==> src/rtl/vt_pkg.sv <==
// rtl/vt_pkg.sv - shared constants, state encoding and helpers for vec_tester
package vt_pkg;

    // FSM state encoding
    typedef logic [3:0] vt_state_t;

    localparam logic [3:0] ST_IDLE   = 4'd0;
    localparam logic [3:0] ST_LD_CNT = 4'd1;
    localparam logic [3:0] ST_LD_DRV = 4'd2;
    localparam logic [3:0] ST_LD_EXP = 4'd3;
    localparam logic [3:0] ST_FETCH  = 4'd4;
    localparam logic [3:0] ST_DRIVE  = 4'd5;
    localparam logic [3:0] ST_SETTLE = 4'd6;
    localparam logic [3:0] ST_CHECK  = 4'd7;
    localparam logic [3:0] ST_TX     = 4'd8;

    // Command bytes accepted in IDLE
    localparam logic [7:0] CMD_LOAD = 8'h01;
    localparam logic [7:0] CMD_RUN  = 8'h02;

    // Report header and single-byte error replies
    localparam logic [7:0] RPT_HDR   = 8'hA5;
    localparam logic [7:0] ERR_CNT   = 8'hE1;
    localparam logic [7:0] ERR_TMO   = 8'hE2;
    localparam logic [7:0] ERR_EMPTY = 8'hE3;
    localparam logic [7:0] ERR_CMD   = 8'hEE;

    // Saturating 8-bit increment for the fail counter
    function automatic logic [7:0] sat_inc8(input logic [7:0] v);
        return (v == 8'hFF) ? v : v + 8'd1;
    endfunction

endpackage

==> src/rtl/vt_pattern_mem.sv <==
// rtl/vt_pattern_mem.sv - DEPTH x 2*WIDTH pattern RAM, one write port, one registered read port
//
// Ports:
//   clk    - clock
//   we     - write enable, writes wdata to waddr
//   waddr  - write address
//   wdata  - {drive, expect} pair
//   re     - read enable, rdata updates on the next edge
//   raddr  - read address
//   rdata  - registered {drive, expect} pair, holds while re is low
module vt_pattern_mem #(
    parameter int WIDTH = 6,
    parameter int DEPTH = 16,
    parameter int AW    = 4
) (
    input  logic               clk,
    input  logic               we,
    input  logic [AW-1:0]      waddr,
    input  logic [2*WIDTH-1:0] wdata,
    input  logic               re,
    input  logic [AW-1:0]      raddr,
    output logic [2*WIDTH-1:0] rdata
);

    logic [2*WIDTH-1:0] mem [DEPTH];

    always_ff @(posedge clk) begin
        if (we) begin
            mem[waddr] <= wdata;
        end
        if (re) begin
            rdata <= mem[raddr];
        end
    end

endmodule

==> src/rtl/vec_tester.sv <==
// rtl/vec_tester.sv - UART-loaded drive/expect vector tester with compare, fail count and report
//
// Optional feature macro: VT_TIMEOUT_EN (inter-byte load timeout of TIMEOUT cycles)
//
// Ports:
//   in_clk, in_rst            - clock, asynchronous active-low reset
//   in_rx_data, in_rx_valid   - received byte and its one-cycle strobe
//   out_tx_data, out_tx_valid - byte to transmit, held until in_tx_ready
//   in_tx_ready               - transmitter accept
//   in_start, in_abort        - one-cycle run / abort requests
//   out_drive, in_sense       - tester pin drive and sense vectors
//   out_busy                  - high whenever the FSM is not IDLE
//   out_status                - sticky OR of mismatch bits of the last run
module vec_tester
    import vt_pkg::*;
#(
    parameter int WIDTH   = 6,
    parameter int DEPTH   = 16,
    parameter int SETTLE  = 4,
    parameter int TIMEOUT = 1000000
) (
    input  logic             in_clk,
    input  logic             in_rst,
    input  logic [7:0]       in_rx_data,
    input  logic             in_rx_valid,
    output logic [7:0]       out_tx_data,
    output logic             out_tx_valid,
    input  logic             in_tx_ready,
    input  logic             in_start,
    input  logic             in_abort,
    output logic [WIDTH-1:0] out_drive,
    input  logic [WIDTH-1:0] in_sense,
    output logic             out_busy,
    output logic [WIDTH-1:0] out_status
);

    localparam int AW = (DEPTH > 1) ? $clog2(DEPTH) : 1;
    localparam int CW = $clog2(DEPTH + 1);
    localparam int SW = $clog2(SETTLE + 1);

    vt_state_t          state;
    logic [CW-1:0]      loaded;
    logic [CW-1:0]      ld_n;
    logic [CW-1:0]      idx;
    logic [WIDTH-1:0]   drv_hold;
    logic [SW-1:0]      settle_cnt;
    logic [7:0]         fail_cnt;
    logic [7:0]         ff_idx;
    logic [1:0]         tx_ptr;
    logic               tx_report;

    logic               run_req;
    logic               last_vec;
    logic               tmo_hit;
    logic               mem_we;
    logic               mem_re;
    logic [AW-1:0]      mem_waddr;
    logic [AW-1:0]      mem_raddr;
    logic [2*WIDTH-1:0] mem_wdata;
    logic [2*WIDTH-1:0] mem_rdata;
    logic [WIDTH-1:0]   exp_cur;
    logic [WIDTH-1:0]   drv_cur;
    logic [WIDTH-1:0]   diff;

    assign out_busy = (state != ST_IDLE);

    // in_start takes priority; a RUN byte in the same cycle is simply absorbed
    assign run_req  = in_start || (in_rx_valid && (in_rx_data == CMD_RUN));
    assign last_vec = (idx == loaded - CW'(1));

    // idx doubles as load write pointer and run vector pointer
    assign mem_we    = (state == ST_LD_EXP) && in_rx_valid && !in_abort && !tmo_hit;
    assign mem_waddr = AW'(idx);
    assign mem_wdata = {drv_hold, in_rx_data[WIDTH-1:0]};

    // Read is issued one cycle ahead of FETCH so the pair is already
    // on mem_rdata during FETCH and out_drive can change on DRIVE entry.
    // mem_rdata then holds through CHECK, which uses the expect half.
    assign mem_re    = ((state == ST_IDLE) && run_req && (loaded != '0)) ||
                       ((state == ST_CHECK) && !last_vec);
    assign mem_raddr = (state == ST_CHECK) ? AW'(idx + CW'(1)) : '0;

    assign drv_cur = mem_rdata[2*WIDTH-1:WIDTH];
    assign exp_cur = mem_rdata[WIDTH-1:0];
    assign diff    = in_sense ^ exp_cur;

    vt_pattern_mem #(
        .WIDTH (WIDTH),
        .DEPTH (DEPTH),
        .AW    (AW)
    ) u_mem (
        .clk   (in_clk),
        .we    (mem_we),
        .waddr (mem_waddr),
        .wdata (mem_wdata),
        .re    (mem_re),
        .raddr (mem_raddr),
        .rdata (mem_rdata)
    );

`ifdef VT_TIMEOUT_EN
    localparam int TW = $clog2(TIMEOUT + 1);

    logic [TW-1:0] tmo_cnt;
    logic          in_load;

    assign in_load = (state == ST_LD_CNT) || (state == ST_LD_DRV) || (state == ST_LD_EXP);
    assign tmo_hit = in_load && !in_rx_valid && (tmo_cnt == TW'(TIMEOUT - 1));

    always_ff @(posedge in_clk or negedge in_rst) begin
        if (!in_rst) begin
            tmo_cnt <= '0;
        end else if (!in_load || in_rx_valid) begin
            tmo_cnt <= '0;
        end else begin
            tmo_cnt <= tmo_cnt + TW'(1);
        end
    end
`else
    logic unused_timeout;

    assign tmo_hit        = 1'b0;
    assign unused_timeout = (TIMEOUT > 0);
`endif

    always_ff @(posedge in_clk or negedge in_rst) begin
        if (!in_rst) begin
            state        <= ST_IDLE;
            loaded       <= '0;
            ld_n         <= '0;
            idx          <= '0;
            drv_hold     <= '0;
            settle_cnt   <= '0;
            fail_cnt     <= '0;
            ff_idx       <= 8'hFF;
            tx_ptr       <= '0;
            tx_report    <= 1'b0;
            out_drive    <= '0;
            out_tx_data  <= '0;
            out_tx_valid <= 1'b0;
            out_status   <= '0;
        end else if (in_abort && (state != ST_IDLE)) begin
            // loaded only changes on the final pair, so an abort never touches it
            state        <= ST_IDLE;
            out_drive    <= '0;
            out_tx_valid <= 1'b0;
        end else begin
            case (state)
                ST_IDLE: begin
                    if (run_req) begin
                        if (loaded == '0) begin
                            out_tx_data  <= ERR_EMPTY;
                            out_tx_valid <= 1'b1;
                            tx_ptr       <= '0;
                            tx_report    <= 1'b0;
                            state        <= ST_TX;
                        end else begin
                            out_status <= '0;
                            fail_cnt   <= '0;
                            ff_idx     <= 8'hFF;
                            idx        <= '0;
                            state      <= ST_FETCH;
                        end
                    end else if (in_rx_valid) begin
                        if (in_rx_data == CMD_LOAD) begin
                            state <= ST_LD_CNT;
                        end else begin
                            out_tx_data  <= ERR_CMD;
                            out_tx_valid <= 1'b1;
                            tx_ptr       <= '0;
                            tx_report    <= 1'b0;
                            state        <= ST_TX;
                        end
                    end
                end

                ST_LD_CNT: begin
                    if (tmo_hit) begin
                        out_tx_data  <= ERR_TMO;
                        out_tx_valid <= 1'b1;
                        tx_ptr       <= '0;
                        tx_report    <= 1'b0;
                        state        <= ST_TX;
                    end else if (in_rx_valid) begin
                        if ((in_rx_data == 8'h00) || ({1'b0, in_rx_data} > 9'(DEPTH))) begin
                            out_tx_data  <= ERR_CNT;
                            out_tx_valid <= 1'b1;
                            tx_ptr       <= '0;
                            tx_report    <= 1'b0;
                            state        <= ST_TX;
                        end else begin
                            ld_n  <= CW'(in_rx_data);
                            idx   <= '0;
                            state <= ST_LD_DRV;
                        end
                    end
                end

                ST_LD_DRV: begin
                    if (tmo_hit) begin
                        out_tx_data  <= ERR_TMO;
                        out_tx_valid <= 1'b1;
                        tx_ptr       <= '0;
                        tx_report    <= 1'b0;
                        state        <= ST_TX;
                    end else if (in_rx_valid) begin
                        drv_hold <= in_rx_data[WIDTH-1:0];
                        state    <= ST_LD_EXP;
                    end
                end

                ST_LD_EXP: begin
                    if (tmo_hit) begin
                        out_tx_data  <= ERR_TMO;
                        out_tx_valid <= 1'b1;
                        tx_ptr       <= '0;
                        tx_report    <= 1'b0;
                        state        <= ST_TX;
                    end else if (in_rx_valid) begin
                        if (idx == ld_n - CW'(1)) begin
                            loaded <= ld_n;
                            state  <= ST_IDLE;
                        end else begin
                            idx   <= idx + CW'(1);
                            state <= ST_LD_DRV;
                        end
                    end
                end

                ST_FETCH: begin
                    out_drive <= drv_cur;
                    state     <= ST_DRIVE;
                end

                ST_DRIVE: begin
                    // SETTLE state lasts exactly SETTLE cycles
                    settle_cnt <= SW'(SETTLE - 1);
                    state      <= ST_SETTLE;
                end

                ST_SETTLE: begin
                    if (settle_cnt == '0) begin
                        state <= ST_CHECK;
                    end else begin
                        settle_cnt <= settle_cnt - SW'(1);
                    end
                end

                ST_CHECK: begin
                    if (diff != '0) begin
                        fail_cnt   <= sat_inc8(fail_cnt);
                        out_status <= out_status | diff;
                        // fail_cnt saturates and never wraps, so zero means first failure
                        if (fail_cnt == 8'd0) begin
                            ff_idx <= 8'(idx);
                        end
                    end
                    if (last_vec) begin
                        out_tx_data  <= RPT_HDR;
                        out_tx_valid <= 1'b1;
                        tx_ptr       <= '0;
                        tx_report    <= 1'b1;
                        state        <= ST_TX;
                    end else begin
                        idx   <= idx + CW'(1);
                        state <= ST_FETCH;
                    end
                end

                ST_TX: begin
                    // Drive is released one cycle after the last check so the
                    // final vector is held for a full vector period.
                    out_drive <= '0;
                    if (in_tx_ready) begin
                        if (!tx_report || (tx_ptr == 2'd2)) begin
                            out_tx_valid <= 1'b0;
                            state        <= ST_IDLE;
                        end else begin
                            tx_ptr      <= tx_ptr + 2'd1;
                            out_tx_data <= (tx_ptr == 2'd0) ? fail_cnt : ff_idx;
                        end
                    end
                end

                default: begin
                    state <= ST_IDLE;
                end
            endcase
        end
    end

endmodule

==> config.mk <==
export PLATFORM = sky130hd
export DESIGN_NAME = vec_tester
export DESIGN_NICKNAME = d
export VERILOG_FILES = /design/src/rtl/vt_pkg.sv /design/src/rtl/vt_pattern_mem.sv /design/src/rtl/vec_tester.sv
export SDC_FILE = /design/constraint.sdc
export NUM_CORES = 1
export LEC_CHECK = 0
export ABC_CLOCK_PERIOD_IN_PS = 4400
export BUFFER_PORTS_ARGS = -buffer_cell sky130_fd_sc_hd__buf_4
export CAP_MARGIN = 5
export CORE_UTILIZATION = 45
export DETAILED_ROUTE_END_ITERATION = 16
export GPL_TIMING_DRIVEN = 0
export PLACE_DENSITY = 0.72
export RECOVER_POWER = 100
export SLEW_MARGIN = 20
export SYNTH_ARGS = -nofsm -noshare
export SYNTH_HDL_FRONTEND = slang
export SYNTH_SLANG_ARGS = --single-unit
==> constraint.sdc <==
create_clock -name in_clk -period 4.4 [get_ports in_clk]
set_clock_uncertainty 0.15 [all_clocks]
set_input_delay 0.22 -clock in_clk [delete_from_list [all_inputs] [get_ports in_clk]]
set_output_delay 0.22 -clock in_clk [all_outputs]
set_load 0.01 [all_outputs]
==> results.yml, run 1 <==
yosys:
  synth_top_area_share: 0.514
  synth_top_flop_cell: "edfxtp_1"
  synth_edf_count: 204
  synth_most_common_cell: "edfxtp_1"
  yosys-top-cells-count: "edfxtp_1, nand2_1, dfrtp_1"
  synth_warnings: 0
  synth_cells: 934
  postSynthAreaPerCell_um2: 12.8
  netlist_area_um2: 11900
  seq_area_frac_synth: 0.653
  synthArstFlopShare: 0.244
  synth_seq_cells: 270
  synth_area_leaders: "edfxtp_1, dfrtp_1, nand2_1, nand3_1, mux2i_1"
  yosysTopAreaCell: "edfxtp_1"
  syn_nets: 966
  ys_types: 83
global_route:
  grt_pass1_vias: 7845
  antenna_found_initial: 0
  grt.total_usage: 0.217
  grt_pass1_wl_um: 44500
  grt_max_degree: 67
  gr-total-overflow: 0
layout:
  final_util: 0.522
  fin_area_um2: 13600
  fillerInstances: 2249
  drive_above_1_share: 0.110
  nets: 1053
  syn_to_final_growth_pct: 13.8
  multi_input_area_um2: 3740
  diodes: 0
  regArea_um2: 7780
clock_network:
  htree_levels: 1
  cts_resized: 0
  hold_buffers: 14
  clk_pin_slew_ns: 0.06
  cts.path.max_buffers: 3
  cts_tree: "yes"
  numCtsBuffers: 27
  clock_sinks: 270
  worstSkewPairLatency_ns: 0.55
  clock_tree.root_cell: "clkbuf_16"
  post-cts-setup-buffers: 0
worst_setup_path:
  crit_fanout: 12
  end_kind: "flop"
  rr_endpoint: "u_mem.mem[11][2]$_DFFE_PP_"
  reg2reg_depth: 6
  critPathLaunchType: "flop"
  path_class: "flop to flop"
  crit_chain: "clkbuf_1 -> clkbuf_1 -> nand2_1 -> nor4_1 -> nand2_1 -> nor2_1"
  cp.arrival_ns: 3.91
  crit_family: "simple AND/OR/NAND/NOR gates"
  worstPathRequired_ns: 4.41
  reg2reg_setup_slack_ns: 0.50
  crit_buf_inv: 2
  r2r-start: "state[0]$_DFFE_PN0P_"
  crit_path_top_delay_cell: "nor2_1"
  max_stage_delay_ns: 0.95
route:
  m1WireLength_um: 12900
  antenna_left: 0
  drc_errors: 0
  dr_wl_met2_um: 13400
  routed_wl_um: 28800
  wl_met3_um: 1800
  avgViaCountPerCell: 5.85
  highest_layer: "met4"
  drtIter0Drc: 898
  dr.pass1.iters: 5
  num_vias: 8060
  wl_per_cell_um: 20.9
placement:
  place_area_um2: 12700
  port_buffers: 40
  gp_congestion: 0.882
  dp_slack_ns: 1.00
  dp_hpwl_um: 18800
hold_path:
  hold_start: "in_start"
  hold_path_class: "input pin to flop"
  min_path_cells: 4
  holdPathEnd: "state[0]$_DFFE_PN0P_"
floorplanning:
  ios: 42
  core-area_um2: 26000
  initial_core_util: 0.459
  die_x_um: 165
  row_count: 59
  dieArea_um2: 27100
  die_h_um: 165
sta:
  tns_ns: 0
  period_share: 0.885
  report.final.hold_viol_count: 0
  tightest_slew_ns: 1.24
  setup_violations: 0
  finalMaxSlewViolations: 0
  max_freq_mhz: 257
  rsz0062_at_grt: "no"
  max_slew_margin: 0.171
  fin_ws_ns: 0.504
  timing.final.crit_period_ns: 3.90
power_and_ir_drop:
  pwr-share-seq: 0.457
  cellLeakagePower_uw: 0.00482
  clkPwrFrac: 0.346
  power_density_nw_per_um2: 518
  p_sw_frac: 0.290
  power_uw: 7020
  p_switching_uw: 2040
  irDropWorstVdd_v: 0.000396
  pwr-share-comb: 0.197
  p_int_uw: 4980
run_status:
  status: "complete, no violations"
run:
  drv_cap: 0
-- metrics by stage --
step | std cells | hold WS, ns
floorplan | 934 | -0.226
global placement | 1309 | 0.222
detailed placement | 1313 | 0.224
CTS | 1377 | 0.0737
global route | 1377 | 0.0999
finish | 1377 | 0.0848
-- cell families after synthesis --
kind of cell,count (synthesis),share of synthesized area
AOI/OAI and AO/OA,173,0.103
DFF,270,0.653
muxes,45,0.0428
adders and majority gates,12,0.0126
and+or+nand+nor,340,0.147
buffers and inverters,74,0.0273
xor gates and xnor gates,20,0.0147
-- per-layer routing --
| metal | GRT usage | up-vias |
|---|---|---|
| met5 | 0 | - |
| met4 | 0.0680 | 0 |
| met3 | 0.0286 | 35 |
| met2 | 0.344 | 321 |
| met1 | 0.310 | 4008 |
| li1 | - | 3696 |
-- worst max path at each step --
stage                     slack, ns                 start  cells past startpoint                          to
after floorplan                1.62  state[3]$_DFFE_PN0P_                      5   u_mem.mem[3][0]$_DFFE_PP_
final                          0.50  state[0]$_DFFE_PN0P_                      6  u_mem.mem[11][2]$_DFFE_PP_
after global placement         0.69  state[3]$_DFFE_PN0P_                      5   u_mem.mem[1][6]$_DFFE_PP_
after global routing           0.37  state[0]$_DFFE_PN0P_                      6   u_mem.mem[4][1]$_DFFE_PP_
after detailed placement        1.0    idx[0]$_DFFE_PN0P_                     10    u_mem.rdata[5]$_DFFE_PP_
after CTS                      0.97    idx[0]$_DFFE_PN0P_                      9    u_mem.rdata[5]$_DFFE_PP_
-- power groups by stage --
stage	logic (µW)	clock network (µW)	registers [µW]
2_1_floorplan	1070	0	3210
3_3_place_gp	1500	0	3250
3_5_place_dp	1540	0	3260
4_1_cts	1550	2460	3210
5_1_grt	1520	2560	3230
6_report	1380	2430	3210
-- layout by cell type (no fill, tap or decap), types with 5 or more instances in the layout --
master / count
edfxtp_1: 204
nand2_1: 136
clkbuf_1: 71
dfrtp_1: 60
nand3_1: 55
nor2_1: 39
a21oi_1: 34
o21ai_0: 31
clkbuf_16: 29
mux2i_1: 24
or3_1: 24
o2111ai_1: 24
inv_1: 19
buf_4: 18
a21o_1: 15
nor3_1: 14
dlygate4sd3_1: 14
xor2_1: 13
mux2_2: 13
nand2b_1: 12
ha_1: 12
o22ai_1: 11
o221ai_1: 11
a31o_2: 10
buf_2: 9
nor2b_1: 9
nor4_1: 7
xnor2_1: 7
mux2_1: 7
clkinv_2: 6
dfstp_2: 6
o21a_1: 5
or4_1: 5
-- worst reg2reg max path, cell delays in order (launching register included) --
cell and delay [ns]:
dfrtp_1 0.33, clkbuf_1 0.31, clkbuf_1 0.37, nand2_1 0.30, nor4_1 0.75, nand2_1 0.33, nor2_1 0.95
-- state kept, by name, summed over array words and instances (netlist names) --
register      cells
out_status        6
tx_ptr            2
settle_cnt        3
loaded            5
fail_cnt          8
tx_report         1
u_mem.rdata      12
out_drive         6
state             4
drv_hold          6
out_tx_data       8
u_mem.mem       192
idx               5
ff_idx            6
out_tx_valid      1
ld_n              5
-- area by class of cell --
class                           instances  area share
Sequential cell                       270       0.574
Multi-Input combinational cell        590       0.275
Clock buffer                           33      0.0554
Tap cell                              335      0.0309
Timing Repair Buffer                   58      0.0269
Buffer                                 55      0.0172
Clock inverter                         17      0.0149
Inverter                               19     0.00526
No activity file was read; power rests on OpenSTA's default activity.
==> run 2, diff against run 1 <==
- BUFFER_PORTS_ARGS: -buffer_cell sky130_fd_sc_hd__buf_4 -> -buffer_cell sky130_fd_sc_hd__buf_2
==> run 2 against run 1 <==
  * The flow now finishes with violations (max-capacitance violations, max-slew violations)
  * Cell count is 0.29% lower
  * First-iteration DRC count is 0.56% lower
  * Combinational power about the same
  * Hold slack got worse by 0.032 ns
  * Highest routed layer unchanged
==> results.yml, run 2 (synthesis results as in run 1) <==
clock_network:
  cts.path.max_buffers: 3
  cts_tree: "yes"
  numCtsBuffers: 27
  clk_pin_slew_ns: 0.06
  clock_sinks: 270
  htree_levels: 1
  post-cts-setup-buffers: 0
  cts_resized: 0
  clock_tree.root_cell: "clkbuf_16"
  worstSkewPairLatency_ns: 0.55
power_and_ir_drop:
  irDropWorstVdd_v: 0.000393
  power_density_nw_per_um2: 517
  cellLeakagePower_uw: 0.00477
layout:
  largest_reg_flops: 192
  largest_registers: "u_mem.mem (192), u_mem.rdata (12)"
  diodes: 0
  multi_input_area_um2: 3740
  most-common-layout-cells: "edfxtp_1, nand2_1, clkbuf_1, dfrtp_1, nand3_1"
  final_common_cell: "edfxtp_1"
  top_register: "u_mem.mem"
  drive_above_1_share: 0.115
  regArea_um2: 7780
  nets: 1049
  syn_to_final_growth_pct: 13.1
  fillerInstances: 2209
placement:
  port_buffers: 40
  dp_hpwl_um: 19200
  dp_slack_ns: 0.975
  gp_congestion: 0.885
worst_setup_path:
  critPathLaunchType: "flop"
  path_class: "flop to flop"
  cp.arrival_ns: 4.12
  worstPathRequired_ns: 4.66
  crit_fanout: 10
  end_kind: "flop"
floorplanning:
  dieArea_um2: 27100
  die_x_um: 165
  core-area_um2: 26000
  ios: 42
  die_h_um: 165
  row_count: 59
  initial_core_util: 0.459
route:
  wl_per_cell_um: 21.1
  routed_wl_um: 28900
  drc_errors: 0
  avgViaCountPerCell: 5.88
  dr.pass1.iters: 5
  num_vias: 8075
  antenna_left: 0
  drtIter0Drc: 893
sta:
  tightest_slew_ns: 1.93
  setup_violations: 0
  max_slew_margin: -0.284
  finalMaxSlewViolations: 69
  timing.final.crit_period_ns: 3.86
  period_share: 0.878
  tns_ns: 0
  max_freq_mhz: 259
  report.final.hold_viol_count: 0
  fin_ws_ns: 0.535
  rsz0062_at_grt: "no"
global_route:
  antenna_found_initial: 0
  gr-total-overflow: 0
  grt_pass1_wl_um: 44400
  grt.total_usage: 0.218
  grt_pass1_vias: 7677
  grt_max_degree: 36
hold_path:
  hold_path_class: "input pin to flop"
run:
  drv_cap: 2
run_status:
  violations: "max-capacitance violations, max-slew violations"
  status: "finished with violations"
## run 2: cell types whose count changed in the layout (fill, tap and decap cells not counted)
cell	previous run	this run
buf_2	9	19
buf_4	18	5
clkbuf_1	71	72
clkbuf_16	29	28
clkinv_1	4	3
clkinv_2	6	9
clkinvlp_4	0	3
dlygate4sd3_1	14	9
inv_1	19	18
nor2_1	39	38
nor2_2	4	5
nor3_1	14	13
nor3_2	0	1
## run 2: routing by layer
| layer | routed length [µm] | global-route usage | part of all wire | vias up |
|---|---|---|---|---|
| li1 | - | - | - | 3696 |
| met1 | 12800 | 0.316 | 0.44 | 3956 |
| met2 | 13000 | 0.334 | 0.45 | 352 |
| met3 | 2050 | 0.0271 | 0.071 | 71 |
| met4 | 1110 | 0.0838 | 0.038 | 0 |
| met5 | 0 | 0 | 0 | - |
## run 2: critical path, cell delays in order (launching register included)
cell and delay (ns):
dfrtp_1 0.33, clkbuf_1 0.32, clkbuf_1 0.37, clkbuf_1 0.44, nand4b_1 0.48, nand2_1 0.32, clkbuf_1 0.46, o2111ai_1 0.25
a21oi_1 0.39, a31o_2 0.20
## run 2: cell type report
class                      count  area share
buffer                        55      0.0171
inverter                      19     0.00529
timing repair buffer          54      0.0212
sequential                   270       0.577
tap                          335      0.0311
clock inverter                21      0.0173
clock buffer                  29      0.0530
multi-input combinational    590       0.278
## run 2: final timing paths
| kind | start | endpoint | slack [ns] | cells after the start |
|---|---|---|---|---|
| max in group asynchronous | in_rst | ld_n[4]$_DFFE_PN0P_ | 1.12 | 3 |
| min reg2reg | settle_cnt[0]$_DFFE_PN0P_ | settle_cnt[0]$_DFFE_PN0P_ | 0.32 | 1 |
| min in group asynchronous | in_rst | out_status[4]$_DFFE_PN0P_ | 0.59 | 2 |
| max | state[0]$_DFFE_PN0P_ | u_mem.rdata[4]$_DFFE_PP_ | 0.54 | 9 |
| max reg2reg | state[0]$_DFFE_PN0P_ | u_mem.rdata[4]$_DFFE_PP_ | 0.54 | 9 |
| min | in_rx_valid | loaded[1]$_DFFE_PN0P_ | 0.05 | 4 |
## run 2: repair_timing
action / CTS / global route
hold buffers: 9 / 0
setup endpoints to repair: 0 / 0
hold endpoints to repair: 69 / 0
## run 2: through the flow
step | area [µm²] | total power, µW | hold slack [ns] | utilization | cells
after floorplan | 11900 | 4280 | -0.226 | - | 934
after global placement | 12500 | 4710 | 0.309 | 0.483 | 1309
after detailed placement | 12600 | 4760 | 0.0572 | 0.486 | 1314
after CTS | 13700 | 7150 | 0.0165 | 0.525 | 1373
after global routing | 13500 | 7270 | 0.103 | 0.519 | 1373
final | 13500 | 6980 | 0.0532 | 0.519 | 1373
## run 2: power by group
| part | leakage [µW] | internal, µW | switching, µW |
|---|---|---|---|
| clock | 0.000466 | 1420 | 986 |
| combinational | 0.00161 | 507 | 848 |
| sequential | 0.00269 | 3010 | 204 |
| total | 0.00477 | 4940 | 2040 |
==> run 3, diff against run 2 <==
- REMOVE_ABC_BUFFERS: default -> 1
==> run 3 against run 2 <==
  * The flow still finishes with violations (max-capacitance violations, max-slew violations)
  * Critical endpoint is now u_mem.rdata[10]$_DFFE_PP_
  * Non-clock buffer count down 46
  * Flip-flop and latch count unchanged
  * Register-to-register slack worse by 0.24 ns
  * Largest power group unchanged
  * Final area down 1.7%
  * Die area unchanged
  * Clock power down 5%
  * Routed wire length down 3.9%
  * Sequential share of layout area up 0.97 points
==> results.yml, run 3 (synthesis results as in run 1) <==
clock_network:
  cts_resized: 0
  numCtsBuffers: 27
  clock_sinks: 270
  cts.path.max_buffers: 3
  worstSkewPairLatency_ns: 0.55
  cts_tree: "yes"
  clock_tree.root_cell: "clkbuf_16"
  clk_pin_slew_ns: 0.06
  htree_levels: 1
floorplanning:
  core-area_um2: 26000
  dieArea_um2: 27100
  ios: 42
  initial_core_util: 0.459
  die_h_um: 165
  row_count: 59
  die_x_um: 165
layout:
  largest_registers: "u_mem.mem (192), u_mem.rdata (12)"
  diodes: 0
  top_register: "u_mem.mem"
  final_util: 0.510
  drive_above_1_share: 0.101
  most-common-layout-cells: "edfxtp_1, nand2_1, dfrtp_1, nand3_1, nor2_1"
  nets: 1003
  largest_reg_flops: 192
  multi_input_area_um2: 3730
  regArea_um2: 7780
  final_common_cell: "edfxtp_1"
  syn_to_final_growth_pct: 11.2
  fillerInstances: 2213
sta:
  fin_ws_ns: 0.298
  period_share: 0.932
  setup_violations: 0
  max_slew_margin: -0.874
  rsz0062_at_grt: "no"
  timing.final.crit_period_ns: 4.10
  max_freq_mhz: 244
  tightest_slew_ns: 2.81
  report.final.hold_viol_count: 0
  finalMaxSlewViolations: 50
global_route:
  grt.total_usage: 0.208
  grt_max_degree: 50
  grt_pass1_wl_um: 42900
  grt_pass1_vias: 7746
  antenna_found_initial: 0
  gr-total-overflow: 0
worst_setup_path:
  crit_family: "simple AND/OR/NAND/NOR gates"
  critPathLaunchType: "flop"
  crit_path_top_delay_cell: "nor2_2"
  crit_chain: "nand3b_1 -> nor2_2 -> mux2i_1 -> a221oi_1 -> a311oi_1 -> a21oi_1"
  crit_fanout: 28
  max_stage_delay_ns: 0.98
  end_kind: "flop"
  worstPathRequired_ns: 4.50
  path_class: "flop to flop"
  crit_buf_inv: 0
  cp.arrival_ns: 4.20
route:
  num_vias: 7814
  routed_wl_um: 27800
  antenna_left: 0
  wl_per_cell_um: 20.9
  avgViaCountPerCell: 5.89
  dr.pass1.iters: 5
  drc_errors: 0
  drtIter0Drc: 749
power_and_ir_drop:
  cellLeakagePower_uw: 0.00467
  irDropWorstVdd_v: 0.000327
  power_density_nw_per_um2: 513
run_status:
  status: "finished with violations"
  violations: "max-capacitance violations, max-slew violations"
placement:
  gp_congestion: 0.841
  dp_hpwl_um: 17100
  port_buffers: 41
  dp_slack_ns: 0.321
hold_path:
  hold_path_class: "input pin to flop"
run:
  drv_cap: 1
-- run 3: worst reg2reg max path: stages, from the launching register on --
cell and delay, ns:
dfrtp_1 0.89, nand3b_1 0.93, nor2_2 0.99, mux2i_1 0.29, a221oi_1 0.10, a311oi_1 0.34, a21oi_1 0.13
-- run 3: final timing paths --
| check | from | end | slack (ns) | cells after the start |
|---|---|---|---|---|
| worst max-delay path | state[0]$_DFFE_PN0P_ | u_mem.rdata[10]$_DFFE_PP_ | 0.30 | 6 |
| worst min-delay path | in_rx_valid | loaded[0]$_DFFE_PN0P_ | 0.07 | 4 |
| worst max register to register | state[0]$_DFFE_PN0P_ | u_mem.rdata[10]$_DFFE_PP_ | 0.30 | 6 |
| worst min register to register | settle_cnt[0]$_DFFE_PN0P_ | settle_cnt[0]$_DFFE_PN0P_ | 0.32 | 1 |
| max in group asynchronous | in_rst | drv_hold[2]$_DFFE_PN0P_ | 1.27 | 3 |
| min in group asynchronous | in_rst | ff_idx[6]$_DFFE_PN1P_ | 0.12 | 2 |
-- run 3: layer usage --
metal | GRT usage | up-vias | share of wire
li1 | - | 3581 | -
met1 | 0.293 | 3887 | 0.44
met2 | 0.330 | 290 | 0.47
met3 | 0.0291 | 56 | 0.066
met4 | 0.0726 | 0 | 0.026
met5 | 0 | - | 0
-- run 3: layout make-up --
| type | instances | area share |
|---|---|---|
| inverters | 19 | 0.00538 |
| clock buffers | 38 | 0.0571 |
| well taps | 335 | 0.0316 |
| repair buffers | 63 | 0.0278 |
| flip-flops and latches | 270 | 0.587 |
| clock inverters | 12 | 0.00991 |
| multi-input cells | 590 | 0.281 |
-- run 3: through the flow --
stage | instance area, µm² | hold slack [ns] | TNS (ns) | power, µW | cells
after global placement | 12300 | 0.305 | -0.654 | 4600 | 1255
after CTS | 13500 | 0.00150 | 0 | 6950 | 1327
final | 13300 | 0.0715 | 0 | 6800 | 1327
after detailed placement | 12400 | -0.0338 | 0 | 4650 | 1263
after floorplan | 11700 | -0.226 | 0 | 4190 | 879
after global routing | 13300 | 0.0998 | 0 | 7080 | 1327
-- run 3: power breakdown --
group          switching [µW]  internal, µW
sequential                261          3010
clock                     975          1330
combinational             767           459
total                    2000          4790
-- run 3: what timing repair did --
item | CTS | global route
hold buffers | 14 | 0
endpoints found under the hold margin | 139 | 0
setup buffers | 0 | 0
